===== src/rtl/g_lut_pkg.sv =====
// Shared constants and FSM state type for the blue-channel inverse camera-response block.
package g_lut_pkg;

  localparam int PIX_W = 5;
  localparam int LOG_W = 8;
  localparam int BIT_W = $clog2(PIX_W);

  localparam logic [LOG_W-1:0] CURVE_MAX = 8'h49;
  localparam logic [PIX_W-1:0] PIX_MAX   = '1;

  typedef enum logic [1:0] {
    IDLE,
    SEARCH,
    ROUND,
    DONE
  } state_t;

endpackage


===== src/rtl/g_blue_curve_rom.sv =====
// Combinational 32x8 read of the blue-channel camera response g(); the curve is non-decreasing.
module g_blue_curve_rom
  import g_lut_pkg::*;
(
  input  logic [PIX_W-1:0] addr,
  output logic [LOG_W-1:0] data
);

  always_comb begin
    data = CURVE_MAX;
    case (addr)
      5'd0:  data = 8'h00;
      5'd1:  data = 8'h0B;
      5'd2:  data = 8'h11;
      5'd3:  data = 8'h16;
      5'd4:  data = 8'h19;
      5'd5:  data = 8'h1D;
      5'd6:  data = 8'h1F;
      5'd7:  data = 8'h21;
      5'd8:  data = 8'h23;
      5'd9:  data = 8'h25;
      5'd10: data = 8'h26;
      5'd11: data = 8'h28;
      5'd12: data = 8'h2A;
      5'd13: data = 8'h2C;
      5'd14: data = 8'h2E;
      5'd15: data = 8'h30;
      5'd16: data = 8'h32;
      5'd17: data = 8'h34;
      5'd18: data = 8'h36;
      5'd19: data = 8'h37;
      5'd20: data = 8'h39;
      5'd21: data = 8'h3A;
      5'd22: data = 8'h3C;
      5'd23: data = 8'h3D;
      5'd24: data = 8'h3F;
      5'd25: data = 8'h40;
      5'd26: data = 8'h40;
      5'd27: data = 8'h41;
      5'd28: data = 8'h42;
      5'd29: data = 8'h43;
      5'd30: data = 8'h44;
      default: data = CURVE_MAX;
    endcase
  end

endmodule


===== src/rtl/g_blue_inv_lut.sv =====
// Inverse of g(): bit-serial search for the largest pixel code p with g(p) <= in_log.
// Define G_INV_ROUND_EN to add a ROUND state that picks the nearer of g(p) and g(p+1).
module g_blue_inv_lut
  import g_lut_pkg::*;
(
  input  logic             clk,
  input  logic             rst_n,
  input  logic             clk_en,
  input  logic             in_valid,
  output logic             in_ready,
  input  logic [LOG_W-1:0] in_log,
  output logic             out_valid,
  input  logic             out_ready,
  output logic [PIX_W-1:0] out_pixel
);

  state_t           state;
  state_t           next_state;
  logic [LOG_W-1:0] x;
  logic [PIX_W-1:0] p;
  logic [BIT_W-1:0] bit_idx;
  logic [PIX_W-1:0] t;
  logic [PIX_W-1:0] rom_addr;
  logic [LOG_W-1:0] g_probe;
  logic             take;
  logic             last_bit;

  // Candidate code: current prefix with the bit under test forced high.
  assign t        = p | (PIX_W'(1) << bit_idx);
  assign take     = (g_probe <= x);
  assign last_bit = (bit_idx == '0);

`ifdef G_INV_ROUND_EN
  logic [LOG_W-1:0] g_low;
  logic [LOG_W-1:0] diff_hi;
  logic [LOG_W-1:0] diff_lo;
  logic             round_up;

  // In ROUND the shared port reads g(p+1); a second read gives g(p).
  assign rom_addr = (state == ROUND) ? (p + PIX_W'(1)) : t;

  g_blue_curve_rom u_rom_low (
    .addr (p),
    .data (g_low)
  );

  assign diff_hi  = g_probe - x;
  assign diff_lo  = x - g_low;
  assign round_up = (p != PIX_MAX) && (diff_hi < diff_lo);
`else
  assign rom_addr = t;
`endif

  g_blue_curve_rom u_rom (
    .addr (rom_addr),
    .data (g_probe)
  );

  always_ff @(posedge clk or negedge rst_n) begin
    if (!rst_n) begin
      state <= IDLE;
    end else if (clk_en) begin
      state <= next_state;
    end
  end

  always_comb begin
    next_state = state;
    case (state)
      IDLE: begin
        if (in_valid) next_state = SEARCH;
      end
      SEARCH: begin
`ifdef G_INV_ROUND_EN
        if (last_bit) next_state = ROUND;
`else
        if (last_bit) next_state = DONE;
`endif
      end
      ROUND: begin
        next_state = DONE;
      end
      DONE: begin
        if (out_ready) next_state = IDLE;
      end
      default: begin
        next_state = IDLE;
      end
    endcase
  end

  always_comb begin
    in_ready = (state == IDLE);
  end

  // Datapath follows the same state decode; everything freezes while clk_en is low.
  always_ff @(posedge clk or negedge rst_n) begin
    if (!rst_n) begin
      x         <= '0;
      p         <= '0;
      bit_idx   <= '0;
      out_valid <= 1'b0;
      out_pixel <= '0;
    end else if (clk_en) begin
      case (state)
        IDLE: begin
          if (in_valid) begin
            x       <= in_log;
            p       <= '0;
            bit_idx <= BIT_W'(PIX_W - 1);
          end
        end
        SEARCH: begin
          if (take) p <= t;
          bit_idx <= bit_idx - BIT_W'(1);
`ifndef G_INV_ROUND_EN
          if (last_bit) begin
            out_valid <= 1'b1;
            out_pixel <= take ? t : p;
          end
`endif
        end
`ifdef G_INV_ROUND_EN
        ROUND: begin
          out_valid <= 1'b1;
          out_pixel <= round_up ? (p + PIX_W'(1)) : p;
        end
`endif
        DONE: begin
          if (out_ready) out_valid <= 1'b0;
        end
        default: begin
        end
      endcase
    end
  end

endmodule


===== config.mk =====
export PLATFORM = sky130hd
export DESIGN_NAME = g_blue_inv_lut
export DESIGN_NICKNAME = d
export VERILOG_FILES = /design/src/rtl/g_lut_pkg.sv /design/src/rtl/g_blue_curve_rom.sv /design/src/rtl/g_blue_inv_lut.sv
export SDC_FILE = /design/constraint.sdc
export NUM_CORES = 1
export LEC_CHECK = 0
export ABC_CLOCK_PERIOD_IN_PS = 4500
export CORE_MARGIN = 2
export CORE_UTILIZATION = 45
export DETAILED_ROUTE_END_ITERATION = 12
export GPL_ROUTABILITY_DRIVEN = 0
export PLACE_DENSITY = 0.69
export RECOVER_POWER = 50
export SETUP_SLACK_MARGIN = 0.05
export SLEW_MARGIN = 25
export SYNTH_ARGS = -nofsm -noshare
export SYNTH_HDL_FRONTEND = slang
export SYNTH_HIERARCHICAL = 1
export SYNTH_SLANG_ARGS = --single-unit

===== constraint.sdc =====
create_clock -name clk -period 4.5 [get_ports clk]
set_clock_uncertainty 0.05 [all_clocks]
set_input_delay 0.9 -clock clk [delete_from_list [all_inputs] [get_ports clk]]
set_output_delay 0.9 -clock clk [all_outputs]
set_load 0.05 [all_outputs]

# Yosys cells after proc, flatten, opt, wreduce, memory -nomap -nowiden
# Memory sizes are Yosys's and may differ from the RTL's.
# Index checks and enable logic that the tools add are counted.
[word_totals] regBits=24 rom_bits=224 out_inout_bits=7 n_memories=1 wordCells=38
[mem_list] name="(name not given)" depth=32 word_bits=7 rd=1 rd_clocked_by_memory_dff=0 write_ports=0 line_no="g_blue_curve_rom.sv:11" text="case (addr)"
[classes] eq_ne=6 shift=1 mux=12 n_addsub=1 magnitude_cmp=1 n_reduce_logical=9 bitwise=1
[ops] cell="$mux 5" count=2
[ops] cell="$pmux 5 s2" count=1
[ops] cell="$reduce_and 3->1" count=3
[ops] cell="$le 8x8->1" count=1
[ops] cell="$pmux 2 s4" count=1
[ops] cell="$reduce_and 4->1" count=2
[ops] cell="$mux 2" count=3
[ops] cell="$ne 2x2->1 const B" count=3
[ops] cell="$pmux 3 s2" count=1
[ops] cell="$or 5x5->5" count=1
[ops] cell="$shl 1x3->5 const A" count=1
[ops] cell="$eq 2x2->1 const B" count=2
[ops] cell="$reduce_bool 2->1" count=2
[ops] cell="$logic_not 3->1" count=1
[ops] cell="$mux 3" count=1
[ops] cell="$sub 3x1->3 const B" count=1
[ops] cell="$eq 2x1->1 const B" count=1
[ops] cell="$logic_not 2->1" count=1
[ops] cell="$mux 1" count=2
[ops] cell="$pmux 1 s2" count=1

# Depth between registers and ports, before layout
# Gate-level depths: netlist (run 1).
# An unclocked memory read counts as a cell.
[depth] depth_word=6 mapped_depth=16 mapped_depth_nobuf=16

# Hierarchy
# The synthesis (run 1) kept the hierarchy.
[by_module_without_submodules] module="g_blue_inv_lut" cells_per_inst=130 area_per_inst_um2=1390.1 n_inst=1
[by_module_without_submodules] module="g_blue_curve_rom" cells_per_inst=57 area_per_inst_um2=434.2 n_inst=1

# Least setup slack after synthesis (run 1)
# No wires, ideal clock.
[synth_timing] path_kind="reg-to-reg" start="register bit_idx[0]" end="register p[0]" arrival_ps=2736 n_path_buf=0 required_time_ps=4328 setup_ps=122 path_stages_with_launch=16 setup_slack_ps=1592 period_less_slack_ps=2908 cell_sequence="dfrtp_1 inv_1 ha_1 nand2b_1 nand2b_1 inv_1 ha_1 mux2_4 o211ai_2 o221ai_2 ha_1 nor2b_4 o211ai_2 a21oi_2 o21ai_2 a32o_1"
[synth_via] elab_chain_len=6
[synth_rtl] item="start, declared" line_no="g_blue_inv_lut.sv:21" text="logic [BIT_W-1:0] bit_idx;"
[synth_rtl] item="start signal, assigned" line_no="g_blue_inv_lut.sv:110" text="bit_idx <= BIT_W'(PIX_W - 1);"
[synth_rtl] item="start signal, assigned" line_no="g_blue_inv_lut.sv:115" text="bit_idx <= bit_idx - BIT_W'(1);"
[synth_rtl] item="$shl 1x3->5" line_no="g_blue_inv_lut.sv:29" text="assign t = p | (PIX_W'(1) << bit_idx);"
[synth_rtl] item="$or 5x5->5" line_no="g_blue_inv_lut.sv:29"
[synth_rtl] item="net rom_addr[0]" line_no="g_blue_inv_lut.sv:23" text="logic [PIX_W-1:0] rom_addr;"
[synth_rtl] item="$mem_v2 32x7"
[synth_rtl] item="net g_probe[1]" line_no="g_blue_inv_lut.sv:24" text="logic [LOG_W-1:0] g_probe;"
[synth_rtl] item="$le 8x8->1" line_no="g_blue_inv_lut.sv:30" text="assign take = (g_probe <= x);"
[synth_rtl] item="$mux 5" line_no="g_blue_inv_lut.sv:114" text="if (take) p <= t;"
[synth_rtl] item="$pmux 5 s2" line_no="g_blue_inv_lut.sv:105" text="case (state)"
[synth_rtl] item="end signal, assigned" line_no="g_blue_inv_lut.sv:114"
[synth_rtl] item="end, declared" line_no="g_blue_inv_lut.sv:20" text="logic [PIX_W-1:0] p;"
# The timed path passes the listed nets, and every way through them passes these cells.
# A chain may end at the register's enable or synchronous reset.

# Final worst setup path (run 1)
[layout_timing] start="register bit_idx[0]" end="register p[3]"
# Same word-level chain as after synthesis.

==> results of run 1 <==
[worst max-delay path by stage]
stage                                 from          endpoint  slack, ns  cells past startpoint
global route        bit_idx[0]$_DFFE_PN0P_  p[1]$_DFFE_PN0P_       1.02                     13
CTS                 bit_idx[0]$_DFFE_PN0P_  p[3]$_DFFE_PN0P_       1.29                     15
floorplan           bit_idx[0]$_DFFE_PN0P_  p[0]$_DFFE_PN0P_       1.59                     15
finish              bit_idx[0]$_DFFE_PN0P_  p[3]$_DFFE_PN0P_       1.30                     15
global placement    bit_idx[0]$_DFFE_PN0P_  p[2]$_DFFE_PN0P_       1.41                     13
detailed placement  bit_idx[0]$_DFFE_PN0P_  p[4]$_DFFE_PN0P_       1.31                     15
[metrics by stage]
stage	cells	worst slack, ns	utilization, %	hold WS [ns]
after global placement	250	1.414	51.16	0.4188
after global routing	254	1.017	52.68	0.4835
final	254	1.296	52.68	0.4447
after CTS	254	1.290	52.84	0.4424
after floorplan	187	1.592	-	0.4099
after detailed placement	250	1.313	51.03	0.4178
[area by class of cell]
type	count	area, um2	share of cell area, %
timing repair buffer	19	183.9	8.855
clock buffer	3	41.29	1.988
sequential	24	600.6	28.92
tap	50	62.56	3.012
clock inverter	1	30.03	1.446
inverter	19	71.32	3.434
multi-input combinational	138	1087	52.35
[layer usage]
metal  vias to the layer above  part of all wire [%]  global-route usage, %
li1                        689                     -                      -
met1                       650                    51                  26.40
met2                        22                    45                  24.51
met3                         2                   3.1                  1.667
met4                         0                  0.78                  6.122
met5                         -                     0                      0
[flip-flops by register name (all words and copies together) (netlist names)]
signal and cells:
bit_idx 3, out_pixel 5, out_valid 1, p 5, state 2, x 8
[cell families (layout without fill, tap and decap cells)]
logic type,Yosys count,count (layout),synth area share (%)
flops,24,24,32.92
xor+xnor,1,1,0.4802
simple gates,49,49,14.27
mux,14,14,8.505
compound gates,49,49,19.96
other cells,1,1,0.2056
buf+inv,25,42,7.201
fa+ha+maj,24,24,16.46
[critical path, delay by kind of cell, from the launching register on]
family,cells,cell delay (ns)
compound gates,6,0.88
fa+ha+maj,3,0.73
simple gates,3,0.48
flops,1,0.43
buf+inv,2,0.27
mux,1,0.26
[layout by cell type, fill, tap and decap left out, drive strengths merged]
master         instances
nor2b                  4
nand2                 15
o21a                   1
o211ai                 2
a221oi                 2
a211oi                 3
a21o                   4
inv                   19
or2                    1
a21oi                 14
nor2                  11
a22oi                  1
nand2b                 6
and3                   2
nand4                  2
dlygate4sd3            1
bufinv                 1
a22o                   1
mux2                   9
dfrtp                 24
nand3b                 1
a32o                   5
nand3                  5
and2                   1
a31oi                  1
nor3                   1
conb                   1
o22ai                  2
ha                    24
xor2                   1
clkbuf                 4
o221ai                 1
mux2i                  5
a2bb2o                 1
o21ai                  9
clkdlybuf4s50         17
a21boi                 1
a221o                  1
==> run metrics, run 1 <==
RSZ-0062 raised after global routing no; area of the die between 4000 and 5000 um2; Syn Area/Cell between 9 and 10 um2; Worst setup SP type register; Avg WL per Cell 14.04 um; Slew Viols, Final 0; Cell Rows 23; crit-path max FO 9; Worst Hold Path EP out_pixel[4]$_DFFE_PN0P_; slowest CP cell dfrtp_1; max_slew headroom 12.31%; vias approximately 1400; vias in the first global route 1183; grt ovf 0; FFs w/ async S/R, synth 100.0%; critical path endpoint category register; 1st-pass router iterations 4; synth cell count leaders 24 x dfrtp_1, 24 x ha_1, 18 x inv_1, 15 x nand2_1, 13 x a21oi_1; CTS resizes 0; CP most frequent cell ha_1; final cycle utilization of the critical path between 70% and 80%; Remaining DRCs 0; final instance area between 2000 and 2500 um2; WP data required approximately 4.6 ns; cells taking the most area after synthesis dfrtp_1 33%, ha_1 16%, mux2_2 4.9%; hold path depth 2; Post-DRT Antenna Nets 0; clock latency on the worst-skew pair roughly 0.27 ns; die height 67.67 um; final setup fails 0; Hold Crit Class register to register; antenna violations before repair 0; Final Hold Fails 0; Post-synth EDFFs 0; clock transition at the registers of the reported paths 0.09 ns; Max-cap violations 0; post-synthesis sequential area ratio 32.92%; reg2reg path depth 15; # nets final 242; Slew @ Worst Pin ~1.3 ns; post-synthesis net count approximately 220; critical path cell sequence inv_1 > ha_1 > nand2b_1 > nand2b_1 > inv_1 > ha_1 > mux2_4 > o211ai_2 > o221ai_2 > ha_1 > nor2b_4 > o211ai_2 > a21oi_2 > o21ai_2 > a32o_1; Yosys reg bits 24; CTS tree done; Post-Place Cell Area roughly 2000 um2; arrival time worst endpoint 3.32 ns; initial drt markers between 60 and 70; n_diodes 0; layout cells sized above 1 12.75%; Clock Tree Root clkbuf_8; GR Util All Layers between 15 and 20%; Area Overhead vs Synth 13.85%; reg2reg setup slack between 1 and 1.5 ns; Cell variety after synth 47; WS Path Type register to register; Final min period roughly 3.2 ns; hold buffers post-CTS 0; via/cell ratio 5.366; Yosys top cell by area dfrtp_1; initial cell density of the core between 40% and 50%; Synth Flop Type dfrtp_1; worst flop-to-flop path startpoint bit_idx[0]$_DFFE_PN0P_; reg-to-reg endpoint p[3]$_DFFE_PN0P_; Max Buffers Root-to-Sink 2; DRT Wirelength 3.567 mm; chip width roughly 68 um; CTS buffer count 3; Ports 20; largest net degree at the start of global routing 25; Mapped Area roughly 1800 um2; postcts setup bufs 0; f_max about 310 MHz; Synth Warn # 6; fill count about 350; first-pass GRT wire length between 5 and 6 mm; PortBufs 19; Syn Inst Count 187; Critical Path Max Stage Delay between 0.4 and 0.5 ns; CTS HTree Levels 1; worst hold start out_pixel[4]$_DFFE_PN0P_; status complete, no violations; HPWL Detailed roughly 2.6 mm; Final TNS setup 0 ns; clock sinks 24; Core ar. 3943 um2; top cell type's share of synthesized area between 30% and 40%
Power of run 1 is left out: the tool's default activity adds up to more than one toggle a clock period on the data nets, which glitch-free logic cannot reach.
==> run 2, diff against run 1 <==
--- a/config.mk
+++ b/config.mk
@@ -5,12 +5,12 @@
 export SDC_FILE = /design/constraint.sdc
 export NUM_CORES = 1
 export LEC_CHECK = 0
-export ABC_CLOCK_PERIOD_IN_PS = 4500
+export ABC_CLOCK_PERIOD_IN_PS = 2600
 export CORE_MARGIN = 2
 export CORE_UTILIZATION = 45
 export DETAILED_ROUTE_END_ITERATION = 12
 export GPL_ROUTABILITY_DRIVEN = 0
-export PLACE_DENSITY = 0.69
+export PLACE_DENSITY = 0.72
 export RECOVER_POWER = 50
 export SETUP_SLACK_MARGIN = 0.05
 export SLEW_MARGIN = 25
==> constraint.sdc (replaced) <==
create_clock -name clk -period 2.6 [get_ports clk]
set_clock_uncertainty 0.05 [all_clocks]
set_input_delay 0.52 -clock clk [delete_from_list [all_inputs] [get_ports clk]]
set_output_delay 0.52 -clock clk [all_outputs]
set_load 0.05 [all_outputs]
==> run 2 against run 1 <==
Against the previous run:
- the run now ends with setup timing left
- hold slack lost 0.0039 ns
- first-iteration DRC count decreased by 7.2%
- sequential share of layout area is 3.8 points lower
- via count up 10%
- critical path depth stayed put
- final area rose by 15%
- non-clock buffer count rose by 34
- fmax up 12%
- critical path type unchanged
- critical endpoint is now p[4]$_DFFE_PN0P_
- largest cell class unchanged
==> run metrics, run 2 (synthesis gave the netlist of run 1 again) <==
met1 WL 1.959 mm (+7.8%); Final min period 2.857 ns (-0.3470 ns); CTS buffer count 3 (unchanged); Final Hold Fails 0 (unchanged); Top Layer Used met4; violated checks setup timing; Ports 20 (unchanged); chip width 67.67 um (unchanged); final setup fails 9 (+9); CTS HTree Levels 1 (unchanged); n_diodes 0 (unchanged); clock sinks 24 (unchanged); initial drt markers 64 (-7.2%); largest registers x: 8 flops, out_pixel: 5 flops, p: 5 flops; Clock Tree Root clkbuf_8; Remaining DRCs 0 (unchanged); DP Cell Count 276 (+10%); Max-cap violations 0 (unchanged); f_max 350.0 MHz (+12%); most frequent cells in the layout 33 x buf_4, 24 x dfrtp_1, 19 x ha_1; Core ar. 3943 um2 (unchanged); DRT Wirelength 3.830 mm (+7.4%); 1st-pass router iterations 4 (unchanged); non-filler cells, final 288 (+13%); worst hold start out_pixel[4]$_DFFE_PN0P_; largest net degree at the start of global routing 25 (unchanged); PwrDens ~1500 nW/um2; crit path from bit_idx[0]$_DFFE_PN0P_; WP data required 2.71 ns (-1.90 ns); RSZ-0062 raised after global routing yes; Max VDD drop ~0.00088 V; Slew @ Worst Pin 1.263 ns (-0.05189 ns); layout cells sized above 1 31.09% (+18 points); Hold Crit Class register to register; Final Worst Setup Slack -0.2572 ns (-1.553 ns); hold buffers post-CTS 0 (unchanged); Worst setup SP type register; vias 1501 (+10%); clock transition at the registers of the reported paths 0.08 ns (about the same); met2 WL post-DR 1.707 mm (+6.0%); commonest non-fill, non-tap cell in the layout buf_4; HPWL Detailed 2.920 mm (+11%); clock latency on the worst-skew pair 0.27 ns (about the same); PortBufs 19 (unchanged); WS Path Type register to register; initial cell density of the core 46.27% (unchanged); Slew Viols, Final 0 (unchanged); Area Overhead vs Synth 31.00%; first-pass GRT wire length 6.672 mm (+14%); Top reg by flops x; antenna violations before repair 0 (unchanged); max_slew headroom 15.77% (+3.5 points); final cycle utilization of the critical path 109.9% (+39 points); max FFs per register 8 (unchanged); via/cell ratio 5.212 (-2.9%); critical path endpoint category register; Cell Rows 23 (unchanged); Max Buffers Root-to-Sink 2 (unchanged); worst flop-to-flop path startpoint bit_idx[0]$_DFFE_PN0P_; met3 WL 110 um (+0.92%); Post-DRT Antenna Nets 0 (unchanged); GR Util All Layers 18.98% (+1.8 points); area of the die 4579 um2 (unchanged); fill count 318 (-8.9%); Avg WL per Cell 13.30 um (-5.3%); # nets final 276 (+14%); die height 67.67 um (unchanged); crit-path max FO 5 (-4); grt ovf 0 (unchanged); arrival time worst endpoint 2.97 ns (-0.35 ns); CTS tree done; leakage power 0.001129 uW; Pwr Total approximately 3500 uW; vias in the first global route 1483 (+25%); status complete, but fails checks
-- run 2: changes by cell type in the layout (fill, tap and decap cells not counted), sizes merged --
cell           previous run  this run
clkdlybuf4s50            17        18
bufinv                    1         0
clkbuf                    4         5
buf                       0        33
-- run 2: per-layer routing --
layer,track usage [%],up-vias
li1,-,760
met1,28.00,702
met2,29.17,32
met3,1.667,7
met4,5.867,0
met5,0,-
-- run 2: where the power goes --
| part | switching (uW) | internal, uW |
|---|---|---|
| clock | 124 | 135 |
| sequential | 129 | 550 |
| combinational | 1330 | 1270 |
-- run 2: cell type report --
cell class	instances	area [um2]	area share, %
clock buffers	4	55.05	2.304
repair buffers	53	441.7	18.48
multi-input cells	138	1156	48.38
flip-flops and latches	24	600.6	25.13
well taps	50	62.56	2.618
inverters	19	73.82	3.089
-- run 2: path summary, 6_finish.rpt --
kind,end,cells after the start,slack (ns)
max,p[4]$_DFFE_PN0P_,15,-0.26
min,out_pixel[4]$_DFFE_PN0P_,2,0.44
min reg2reg,out_pixel[4]$_DFFE_PN0P_,2,0.44
max in group asynchronous,p[4]$_DFFE_PN0P_,2,0.77
min in group asynchronous,x[6]$_DFFE_PN0P_,2,0.98
max reg2reg,p[4]$_DFFE_PN0P_,15,-0.26
-- run 2: repair_timing --
action,4_1_cts,5_1_grt
setup endpoints to repair,9,9
pin swaps,7,1
setup buffers,5,3
resized for setup,5,1
hold endpoints to repair,0,0
-- run 2: metrics by stage --
step	hold WS [ns]	utilization, %	setup TNS, ns	setup slack (ns)	area, um2
finish	0.4408	60.62	-2.002	-0.2572	2390
CTS	0.4417	60.08	-1.893	-0.2372	2369
floorplan	0.1744	-	-0.5430	-0.09539	1867
global route	0.4755	60.62	-3.515	-0.4253	2390
detailed placement	0.4164	57.19	-2.135	-0.2802	2255
global placement	0.4226	57.19	-1.950	-0.2501	2255
-- run 2: worst max-delay path, stage by stage (launching register included) --
cell and delay [ns]:
dfrtp_1 0.43, inv_2 0.11, ha_4 0.16, nand2b_4 0.06
nand2b_4 0.10, inv_4 0.05, ha_4 0.15, mux2_4 0.25
o211ai_2 0.16, o221ai_2 0.13, ha_1 0.31, nor2b_4 0.14
o211ai_2 0.09, a21oi_2 0.17, o21ai_2 0.10, a32o_1 0.27
Power figures use the tool's default switching activity.
==> run 3, diff against run 2 <==
--- a/config.mk
+++ b/config.mk
@@ -8,8 +8,10 @@
 export ABC_CLOCK_PERIOD_IN_PS = 2600
 export CORE_MARGIN = 2
 export CORE_UTILIZATION = 45
+export CTS_CLUSTER_DIAMETER = 200
 export DETAILED_ROUTE_END_ITERATION = 12
 export GPL_ROUTABILITY_DRIVEN = 0
+export HOLD_SLACK_MARGIN = 0.03
 export PLACE_DENSITY = 0.72
 export RECOVER_POWER = 50
 export SETUP_SLACK_MARGIN = 0.05
==> results of run 3 <==
Same layout as run 2: the final DEF is identical, and so are final timing and power.
==> RTL edit 1, RTL diff (config.mk and constraints of run 2) <==
The option `G_INV_ROUND_EN` is turned on by a define.
--- a/src/rtl/g_blue_inv_lut.sv
+++ b/src/rtl/g_blue_inv_lut.sv
@@ -1,5 +1,7 @@
 // Inverse of g(): bit-serial search for the largest pixel code p with g(p) <= in_log.
 // Define G_INV_ROUND_EN to add a ROUND state that picks the nearer of g(p) and g(p+1).
+`define G_INV_ROUND_EN
+
 module g_blue_inv_lut
   import g_lut_pkg::*;
 (
Formal check against the unedited RTL: not equivalent (a bounded check fails within 10 cycles, from zero or initial values and one cycle with rst_n low).
==> RTL edit 1 against run 2 <==
The run ends with DRC, setup timing left. Wire length increased by 120%. Final area increased by 83%. Setup slack got worse by 1600 ps. Via count increased by 99%. Synthesized area increased by 65%. Sequential cell count unchanged. Highest routed layer unchanged.
Power is left out: the tool's default activity adds up to more than one toggle a clock period on the data nets, which glitch-free logic cannot reach.
==> RTL edit 1: results (changes against run 2) <==
post-CTS sizing -> 3 (was 5)
Netlist cell types -> 65 (was 47)
Non-clock buffer share -> 0.233 (was 0.185)
area occupied by registers -> 602 sq um (was 601 sq um)
DR WL met2 -> 4460 um (was 1710 um)
placed instance count -> 522 (was 276)
outcome -> finished, violations left (unchanged)
setup_tns -> -14480 ps (was -2000 ps)
multi-input gate share of total cell area -> 0.553 (was 0.484)
layout cells sized above 1 -> 0.388 (was 0.311)
M3 GR Usage -> 0.0241 (was 0.0167)
DR WL met3 -> 320 um (was 110 um)
Routed WL -> 8350 um (was 3830 um)
metal1 wirelength -> 3460 um (was 1960 um)
dpl hpwl -> 6200 um (was 2920 um)
syn_nets -> 416 (was 224)
largest cells by area after synthesis -> dfrtp_1 20%, ha_1 20%, inv_1 5.4% (was dfrtp_1 33%, ha_1 16%, mux2_2 4.9%)
Reg2Reg Depth -> 21 (was 15)
Placed Instance Area -> 0.00401 sq mm (was 0.00225 sq mm)
failing checks -> DRC, setup timing (was setup timing)
area of the multi-input gates -> 0.00242 sq mm (was 0.00116 sq mm)
fill count -> 508 (was 318)
non-clock buffer total of the final layout -> 124 (was 53)
vias in the first global route -> 2927 (was 1483)
Final WS setup -> -1880 ps (was -257 ps)
Cells after Synth -> 354 (was 187)
Post-CTS Setup Repair Bufs -> 9 (was 5)
Post-route DRC -> 1 (was 0)
drt via density -> 5.48 (was 5.21)
critical-path maximum fanout -> 7 (was 5)
global-route wire length before repair -> 13000 um (was 6670 um)
CP peak stage delay -> 410 ps (was 430 ps)
worst rel slew slack -> 0.0315 (was 0.158)
GR Layer Usage met1 -> 0.260 (was 0.280)
non-clock inverter count in the final layout -> 43 (was 19)
GRT met2 Usage -> 0.421 (was 0.292)
final setup vio count -> 10 (was 9)
Total GRT Usage -> 0.216 (was 0.190)
WL per Instance -> 15.3 um (was 13.3 um)
DRT iter0 DRCs -> 163 (was 64)
RTL edit 1: cell count changes in the layout (fill, tap and decap cells not counted), sizes merged, moves of 6 or more:
cell,before,now
a21oi,14,28
buf,33,104
ha,24,47
inv,19,42
nand2,15,27
nor2b,4,10
nor3,1,8
o21ai,9,19
xnor2,0,12
RTL edit 1: final timing paths:
kind | endpoint | slack (ps)
hold reg to reg | out_valid | 470
min in group asynchronous | x[2] | 1050
setup reg to reg | out_pixel[1] | -1880
setup / recovery | out_pixel[1] | -1880
max in group asynchronous | p[0] | 490
hold / removal | out_valid | 470
RTL edit 1: kinds of logic (layout without fill, tap and decap cells):
kind of cell	Yosys count	count (layout)	share of synthesized area
AOI/OAI and AO/OA	100	100	0.242
and+or+nand+nor	94	94	0.165
buffers and inverters	56	171	0.0892
adders and majority gates	49	49	0.208
DFF	24	24	0.199
xor gates and xnor gates	16	16	0.0465
muxes	13	13	0.0469
other	2	2	0.00249
==> RTL edit 2, RTL diff (settings of run 2) <==
Without the edit above. Encoding of `state_t`: now Gray code (2 bits for 4 states).
--- a/src/rtl/g_lut_pkg.sv
+++ b/src/rtl/g_lut_pkg.sv
@@ -9,10 +9,10 @@
   localparam logic [PIX_W-1:0] PIX_MAX   = '1;
 
   typedef enum logic [1:0] {
-    IDLE,
-    SEARCH,
-    ROUND,
-    DONE
+    IDLE   = 2'b00,
+    SEARCH = 2'b01,
+    ROUND  = 2'b11,
+    DONE   = 2'b10
   } state_t;
 
 endpackage
Formal check against the unedited RTL: same outputs for any inputs over 10 cycles, from zero or initial values and one cycle with rst_n low; not proved beyond that.
==> RTL edit 2 against run 2 <==
The flow still finishes with violations (setup timing). Count of clock-buffer cells in the layout is 1 lower. Total power is 0.19% lower. Wire length is 10% higher. Sequential cell count stayed put. Final area is 3.6% lower. Synthesized area is 2.8% lower. Final cell count is 3.8% lower. Setup slack worse by 260 ps. Largest cell class unchanged.
==> RTL edit 2: results (changes against run 2) <==
layout cells sized above 1 -> 0.262 (was 0.311)
worst rel slew slack -> 0.123 (was 0.158)
vias in the first global route -> 1564 (was 1483)
post-CTS sizing -> 3 (was 5)
final setup vio count -> 9 (unchanged)
non-clock inverter count in the final layout -> 18 (was 19)
Post-CTS Setup Repair Bufs -> 3 (was 5)
outcome -> finished, violations left (unchanged)
CLK BUF -> 3 (was 4)
metal1 wirelength -> 1850 um (was 1960 um)
WL per Instance -> 15.2 um (was 13.3 um)
Nets -> 263 (was 276)
DR WL met3 -> 190 um (was 110 um)
dpl hpwl -> 3100 um (was 2920 um)
DR WL met2 -> 2120 um (was 1710 um)
Seq cells -> 24 (unchanged)
Non-clock buffer share -> 0.177 (was 0.185)
M3 GR Usage -> 0.0405 (was 0.0167)
failing checks -> setup timing (unchanged)
Routed WL -> 4220 um (was 3830 um)
critical path arrival -> 3270 ps (was 2970 ps)
Post-synth top cells -> 24 x dfrtp_1, 21 x nand2_1, 20 x ha_1, 15 x inv_1, 13 x a21oi_1 (was 24 x dfrtp_1, 24 x ha_1, 18 x inv_1, 15 x nand2_1, 13 x a21oi_1)
DRT iter0 DRCs -> 58 (was 64)
Final WS setup -> -518 ps (was -257 ps)
worst vdd ir -> 0.904 mV (was 0.878 mV)
placed instance count -> 268 (was 276)
[RTL edit 2: cell count changes after synthesis, moves of 3 or more]
cell | before | now
nand2_1 | 15 | 21
o21ai_1 | 4 | 1
mux2i_1 | 5 | 2
mux2_2 | 8 | 0
inv_1 | 18 | 15
o31a_1 | 0 | 3
ha_1 | 24 | 20
mux2_1 | 0 | 3
nor2_1 | 10 | 6
o21ai_0 | 4 | 9
nand2b_1 | 5 | 2
[RTL edit 2: cells by family (layout without fill, tap and decap cells)]
family	count (synthesis)	in the layout	share of synthesized area
AND/OR/NAND/NOR	51	51	0.164
AO/OA/AOI/OAI	55	56	0.229
adder cells (fa/ha/maj)	20	20	0.141
other	1	1	0.00212
multiplexers	6	6	0.0388
buffers and inverters	26	70	0.0811
XOR/XNOR	1	1	0.00494
flip-flops	24	24	0.339
[RTL edit 2: power breakdown]
group          leakage (nW)  total, mW  internal [mW]  switching, mW
clock                0.0357      0.329          0.206          0.123
combinational         0.736       2.54           1.13           1.40
sequential            0.283      0.671          0.552          0.119
[RTL edit 2: how the worst max path moves through the flow]
stage | from | to | depth (start not counted)
CTS | bit_idx[0] | out_pixel[2] | 15
global placement | bit_idx[0] | p[2] | 13
floorplan | bit_idx[0] | p[1] | 15
finish | bit_idx[0] | p[4] | 14
detailed placement | bit_idx[0] | p[3] | 13
global route | bit_idx[0] | p[3] | 16
[RTL edit 2: metrics by stage]
stage	hold WS (ps)	util	worst slack [ps]	area, sq um
6_report	446	0.620	-518	2300
4_1_cts	450	0.616	-445	2290
2_1_floorplan	174	-	-301	1810
5_1_grt	480	0.620	-622	2300
3_5_place_dp	430	0.585	-526	2170
3_3_place_gp	415	0.585	-378	2170
